**src/rtl/adc_xy_align.sv**
```systemverilog
// Aligns x/y samples with a separately delayed color stream using a sample-indexed
// history; outputs are registered and only pulse once the history covers both delays.
module adc_xy_align #(
  parameter int DATA_BITS  = 10,
  parameter int COLOR_BITS = 3,
  parameter int MAX_DELAY  = 7,
  localparam int DELAY_BITS = $clog2(MAX_DELAY + 1)
) (
  input  logic                  clk,
  input  logic                  rst_n,
  input  logic                  in_valid,
  input  logic [DATA_BITS-1:0]  in_x,
  input  logic [DATA_BITS-1:0]  in_y,
  input  logic [COLOR_BITS-1:0] in_color,
  input  logic [DELAY_BITS-1:0] xy_delay,
  input  logic [DELAY_BITS-1:0] color_delay,
  output logic                  out_valid,
  output logic [DATA_BITS-1:0]  out_x,
  output logic [DATA_BITS-1:0]  out_y,
  output logic [COLOR_BITS-1:0] out_color,
  output logic                  primed
);
  localparam int N_BITS = $clog2(MAX_DELAY + 2);
  localparam logic [DELAY_BITS-1:0] MAXD  = DELAY_BITS'(MAX_DELAY);
  localparam logic [N_BITS-1:0]     N_SAT = N_BITS'(MAX_DELAY + 1);

  // hist_*[i] holds the sample accepted i+1 samples ago
  logic [MAX_DELAY-1:0][DATA_BITS-1:0]  hist_x, hist_y;
  logic [MAX_DELAY-1:0][COLOR_BITS-1:0] hist_c;
  // cand_*[k] is the sample k accepts back, with the current input at k=0
  logic [MAX_DELAY:0][DATA_BITS-1:0]    cand_x, cand_y;
  logic [MAX_DELAY:0][COLOR_BITS-1:0]   cand_c;

  logic [DELAY_BITS-1:0] xy_q, col_q, xy_k, col_k, d_max;
  logic [N_BITS-1:0]     n, n_nxt;
  logic                  loaded, chg, prime_nxt;

  always_comb begin
    cand_x[0] = in_x;
    cand_y[0] = in_y;
    cand_c[0] = in_color;
    for (int i = 0; i < MAX_DELAY; i++) begin
      cand_x[i+1] = hist_x[i];
      cand_y[i+1] = hist_y[i];
      cand_c[i+1] = hist_c[i];
    end
  end

  always_comb begin
    xy_k  = (xy_delay > MAXD) ? MAXD : xy_delay;
    col_k = (color_delay > MAXD) ? MAXD : color_delay;
    d_max = (xy_k > col_k) ? xy_k : col_k;
    // the first edge after reset only loads the copies
    chg   = loaded && ((xy_delay != xy_q) || (color_delay != col_q));
    n_nxt = n;
    if (chg)
      n_nxt = in_valid ? N_BITS'(1) : '0;
    else if (in_valid && (n != N_SAT))
      n_nxt = n + N_BITS'(1);
    prime_nxt = n_nxt > N_BITS'(d_max);
  end

  always_ff @(posedge clk or negedge rst_n) begin
    if (!rst_n) begin
      hist_x    <= '0;
      hist_y    <= '0;
      hist_c    <= '0;
      xy_q      <= '0;
      col_q     <= '0;
      loaded    <= 1'b0;
      n         <= '0;
      primed    <= 1'b0;
      out_valid <= 1'b0;
      out_x     <= '0;
      out_y     <= '0;
      out_color <= '0;
    end else begin
      loaded    <= 1'b1;
      xy_q      <= xy_delay;
      col_q     <= color_delay;
      n         <= n_nxt;
      primed    <= prime_nxt;
      out_valid <= in_valid && prime_nxt;
      if (in_valid) begin
        hist_x[0] <= in_x;
        hist_y[0] <= in_y;
        hist_c[0] <= in_color;
        for (int i = 1; i < MAX_DELAY; i++) begin
          hist_x[i] <= hist_x[i-1];
          hist_y[i] <= hist_y[i-1];
          hist_c[i] <= hist_c[i-1];
        end
      end
      if (in_valid && prime_nxt) begin
        out_x     <= cand_x[xy_k];
        out_y     <= cand_y[xy_k];
        out_color <= cand_c[col_k];
      end
    end
  end
endmodule

```
**config.mk**
```make
export PLATFORM = sky130hd
export DESIGN_NAME = adc_xy_align
export DESIGN_NICKNAME = d
export VERILOG_FILES = /design/src/rtl/adc_xy_align.sv
export SDC_FILE = /design/constraint.sdc
export NUM_CORES = 1
export LEC_CHECK = 0
export ABC_CLOCK_PERIOD_IN_PS = 3120
export CAP_MARGIN = 15
export CORE_ASPECT_RATIO = 0.75
export CORE_UTILIZATION = 50
export CTS_CLUSTER_SIZE = 12
export DETAILED_ROUTE_END_ITERATION = 8
export GPL_ROUTABILITY_DRIVEN = 0
export PLACE_DENSITY = 0.69
export SETUP_SLACK_MARGIN = 0.15
export SLEW_MARGIN = 20
export SYNTH_ARGS = -nofsm -noshare
export SYNTH_HDL_FRONTEND = slang
export SYNTH_SLANG_ARGS = --single-unit
```
**constraint.sdc**
```tcl
create_clock -name clk -period 3.12 [get_ports clk]
set_input_delay 0.624 -clock clk [delete_from_list [all_inputs] [get_ports clk]]
set_output_delay 0.624 -clock clk [all_outputs]
set_load 0.005 [all_outputs]
```
# Yosys cells after proc, flatten, opt, wreduce, memory -nomap -nowiden
# Index checks and enable logic that the tools add are counted.
[totals]
regBits = 197
in_bits = 32
out_inout_bits = 25
word_cells = 56
[classes]
addsub = 1
order_cmp = 6
eq_ne = 3
muxes = 12
reduce_logical = 4
[op_table]
columns = ["operator", "count"]
rows = [
  ["$bmux W10 S3", 2],
  ["$mux W10", 2],
  ["$mux W3", 4],
  ["$bmux W3 S3", 1],
  ["$lt A3 B4 Y1 const B", 2],
  ["$mux W4", 2],
  ["$gt A3 B3 Y1 const B", 2],
  ["$ne A3 B3 Y1", 2],
  ["$add A4 B1 Y4 const B", 1],
  ["$gt A4 B3 Y1", 1],
  ["$ne A4 B4 Y1 const B", 1],
  ["$gt A3 B3 Y1", 1],
  ["$logic_and A1 B1 Y1", 3],
  ["$logic_or A1 B1 Y1", 1],
  ["$mux W1", 1],
]

# Depth between registers and ports, before layout
[logic_depth]
word_depth = 6
depth_mapped = 16
mapped_depth_nobuf = 13

# Least setup slack after synthesis
# Ideal clock, no wire load.
[synth_path]
path_kind = "input -> register"
from = "input xy_delay[1]"
to = "register out_color[1]"
setup_ns = 0.125
arrival_ns = 3.507
required_ns = 2.995
setup_slack_ns = -0.512
cell_stages = 16
path_buffers = 5
path_cell_list = "buf_2 buf_2 clkbuf_1 ha_1 a21o_1 a21oi_1 a31oi_1 mux2_2 ha_1 and3b_1 o21ai_0 a21boi_0 a21bo_1 buf_6 buf_12 mux2_4"
[synth_between]
elab_chain_len = 6
elab_cells_between_ends = 10
classes_between = "order compare (3); eq/ne (1); mux (3); reduce/logical (3)"
[synth_lines]
columns = ["item", "line_no", "rtl"]
rows = [
  ["start: declaration", "15", "input logic [DELAY_BITS-1:0] xy_delay,"],
  ["$gt A3 B3 Y1 / $ne A3 B3 Y1 (equally long branches)", "50, 54", ""],
  ["$mux W3 / $logic_or A1 B1 Y1 (equally long branches)", "50, 54", ""],
  ["$gt A3 B3 Y1 / $logic_and A1 B1 Y1 (equally long branches)", "52, 54", ""],
  ["$mux W3 / $mux W4 (equally long branches)", "52, 56", ""],
  ["$gt A4 B3 Y1 (*)", "60", "prime_nxt = n_nxt > N_BITS'(d_max);"],
  ["$logic_and A1 B1 Y1 (*)", "94", "if (in_valid && prime_nxt) begin"],
  ["end signal: assignment", "97", "out_color <= cand_c[col_k];"],
  ["end: declaration", "20", "output logic [COLOR_BITS-1:0] out_color,"],
]
# Mark *: on every way between the ends. The rest lies on a longest branch, timed or not.
# A chain may end at the register's enable or synchronous reset.

# Worst setup path in the final report
[layout_path]
from = "register xy_q[0]"
to = "register out_y[8]"
[layout_between]
elab_chain_len = 6
[layout_lines]
columns = ["item", "line_no", "rtl"]
rows = [
  ["start: declaration", "34", "logic [DELAY_BITS-1:0] xy_q, col_q, xy_k, col_k, d_max;"],
  ["start signal: assignment", "79", "xy_q <= xy_delay;"],
  ["$ne A3 B3 Y1", "54", "chg = loaded && ((xy_delay != xy_q) || (color_delay != col_q));"],
  ["$logic_or A1 B1 Y1", "54", ""],
  ["$logic_and A1 B1 Y1", "54", ""],
  ["$mux W4", "56", "if (chg)"],
  ["net n_nxt[2]", "35", "logic [N_BITS-1:0] n, n_nxt;"],
  ["$gt A4 B3 Y1", "60", ""],
  ["$logic_and A1 B1 Y1", "94", ""],
  ["end signal: assignment", "96", "out_y <= cand_y[xy_k];"],
  ["end: declaration", "19", "output logic [DATA_BITS-1:0] out_y,"],
]
# The timed path passes the listed nets, and every way through them passes these cells.

==> impl_metrics.json <==
{
  "hold_viol": 0,
  "drv_slew": 0,
  "avgViaCountPerCell": 5.43,
  "total_power_uw": 7700,
  "critPathArrivalTime_ps": 3190,
  "netlist.area_leader.share_pct": 54.7,
  "power_density_nw_per_um2": 727,
  "setup_ws_ps": 253,
  "synth_edf_count": 0,
  "antenna_cells": 0,
  "drc": 0,
  "worstSkewPairLatency_ps": 440,
  "io_buffers": 56,
  "ys_seq_area_share_pct": 54.7,
  "endpoint_kind": "register",
  "cts_tree": "yes",
  "die-area_um2": 18600,
  "die_w_um": 157,
  "syn_inst": 581,
  "crit_type": "register to register",
  "drive_gt1_share_pct": 47.6,
  "route.vias.total": 4879,
  "dp_hpwl_um": 10000,
  "ys_ff_latch": 197,
  "nNetsFinal": 684,
  "rsz0062_at_grt": "yes",
  "status": "completed",
  "path_clk_slew_ps": 70,
  "yosysTopAreaCell": "dfrtp_1",
  "dp_slack_ps": -578,
  "synthArstFlopShare_pct": 100,
  "cts_inserted_buffers": 17,
  "die_h_um": 118,
  "synthTopCellsByArea": "dfrtp_1, mux2_2, mux4_2, mux2_4, nand2_1",
  "start_util_pct": 51.0,
  "ir_drop_uv": 297,
  "finalCriticalPeriod_ps": 2870,
  "synth.avg_cell_area_um2": 15.5,
  "grt_pass1_wl_um": 27700,
  "worst_slew_margin_rel_pct": 38.5,
  "synth_flop_cell": "dfrtp_1",
  "synth_nets": 621,
  "holdCritPathClass": "input port to asynchronous set/reset pin",
  "routed_wl_um": 16400,
  "drtIter0Drc": 213,
  "layout_commonest_cell": "dfrtp_1",
  "firstDrtPassIters": 5,
  "syn_to_final_growth_pct": 17.6,
  "fin_worst_skew_ps": 10.8,
  "synth_cell_types": 28,
  "core_area_um2": 17700,
  "grt_pass1_vias": 5325,
  "leakage_uw": 0.00461,
  "critPathRequiredTime_ps": 3440,
  "cts_sinks": 197,
  "finalCritPeriodShare_pct": 91.9,
  "ys_warn_count": 0,
  "clock-root-buffer": "clkbuf_16",
  "rows": 42,
  "crit_fanout": 7,
  "cap_viol_max_count": 0,
  "grt_util_all_layers_pct": 19.6,
  "wl_per_cell_um": 18.3,
  "tightestPinTransition_ps": 922,
  "antenna_found_initial": 0,
  "grt_max_degree": 92,
  "max_freq_mhz": 349,
  "start_kind": "register",
  "io_pins": 57,
  "ctsLongestPathBuffers": 2,
  "overflow": 0,
  "htreeDepth": 4,
  "ant_nets": 0,
  "synth_area_um2": 9000,
  "final_cell_mix": "dfrtp_1, mux2_2, nand2_1",
  "finalSetupViolations": 0
}
==> Yosys cell counts (all sizes together) (2+ instances only) <==
master  count
dfrtp     197
mux2      189
nand2      61
mux4       46
clkbuf     21
buf        19
inv         9
ha          8
xnor2       6
nor2        4
mux2i       3
o21ai       3
xor2        3
a21o        2
nand4       2
==> registers in the layout (all words and copies together) (netlist names) <==
signal / count
cand_y: 70
cand_c: 21
primed: 1
cand_x: 70
col_q: 3
out_y: 10
out_valid: 1
loaded: 1
xy_q: 3
n: 4
out_color: 3
out_x: 10
==> per-stage QoR <==
| stage | hold slack, ps | instance area, um^2 | utilization [%] | TNS, ps | cells |
|---|---|---|---|---|---|
| 4_1_cts | 209 | 10600 | 59.8 | 0 | 895 |
| 2_1_floorplan | 328 | 9050 | - | -6030 | 581 |
| 3_3_place_gp | 487 | 9860 | 55.9 | -11080 | 861 |
| 5_1_grt | 228 | 10600 | 60.0 | 0 | 899 |
| 3_5_place_dp | 492 | 9860 | 55.9 | -12580 | 861 |
| 6_report | 171 | 10600 | 60.0 | 0 | 899 |
==> report_power, final <==
group / internal (uW) / switching [uW] / total, uW
logic: 1230 / 547 / 1780
clock network: 1230 / 1010 / 2240
registers: 3220 / 457 / 3680
==> layer usage <==
metal | GRT usage, % | up-vias | routed length (um)
met2 | 30.6 | 63 | 8040
met4 | 7.29 | 0 | 218
met5 | 0 | - | 0
met1 | 27.2 | 2565 | 7760
li1 | - | 2235 | -
met3 | 3.81 | 16 | 428
==> path summary, 6_finish.rpt <==
check                                       start                     end  slack, ps  depth (start not counted)
min                                         rst_n  cand_y[27]$_DFFE_PN0P_        170                          1
max in group asynchronous                   rst_n  cand_x[55]$_DFFE_PN0P_       2150                          2
max                             xy_q[0]$_DFF_PN0_    out_y[8]$_DFFE_PN0P_        250                         11
max reg2reg                     xy_q[0]$_DFF_PN0_    out_y[8]$_DFFE_PN0P_        250                         11
min reg2reg                cand_x[71]$_DFFE_PN0P_  cand_x[71]$_DFFE_PN0P_        510                          1
min in group clk                   color_delay[0]      col_q[0]$_DFF_PN0_        370                          1
==> what timing repair did <==
| action | in CTS | in global routing |
|---|---|---|
| pin swaps | 9 | 9 |
| setup endpoints to repair | 23 | 23 |
| resized for setup | 26 | 7 |
| hold buffers | 0 | 0 |
| gates cloned | 1 | 0 |
| buffers inserted | 1 | 4 |
==> worst max-delay path, stage by stage (launching register included) <==
cell and delay (ps):
dfrtp_1 400, xnor2_2 180, nand4_1 120, o31a_1 310, nor2_1 210, ha_1 300
and3b_1 200, o21ai_2 160, a21boi_1 100, a21bo_4 290, buf_12 170, mux2_4 300
==> kinds of logic (layout without fill, tap and decap cells) <==
| family | after synthesis | after routing | share of synthesized area (%) |
|---|---|---|---|
| simple gates | 69 | 69 | 3.00 |
| buf+inv | 49 | 125 | 2.92 |
| flops | 197 | 197 | 54.7 |
| compound gates | 10 | 10 | 0.750 |
| mux | 238 | 238 | 36.4 |
| xor+xnor | 9 | 9 | 1.04 |
| fa+ha+maj | 8 | 8 | 1.11 |
| other cells | 1 | 1 | 0.0416 |
==> area by class of cell <==
cell class	count	area, um^2
clock buffer	18	439
clock inverter	14	166
fill	1413	7070
inverter	9	33.8
multi-input combinational	335	3880
sequential	197	4930
tap	242	303
timing repair buffer	84	832
(Power assumes the default switching activity.)
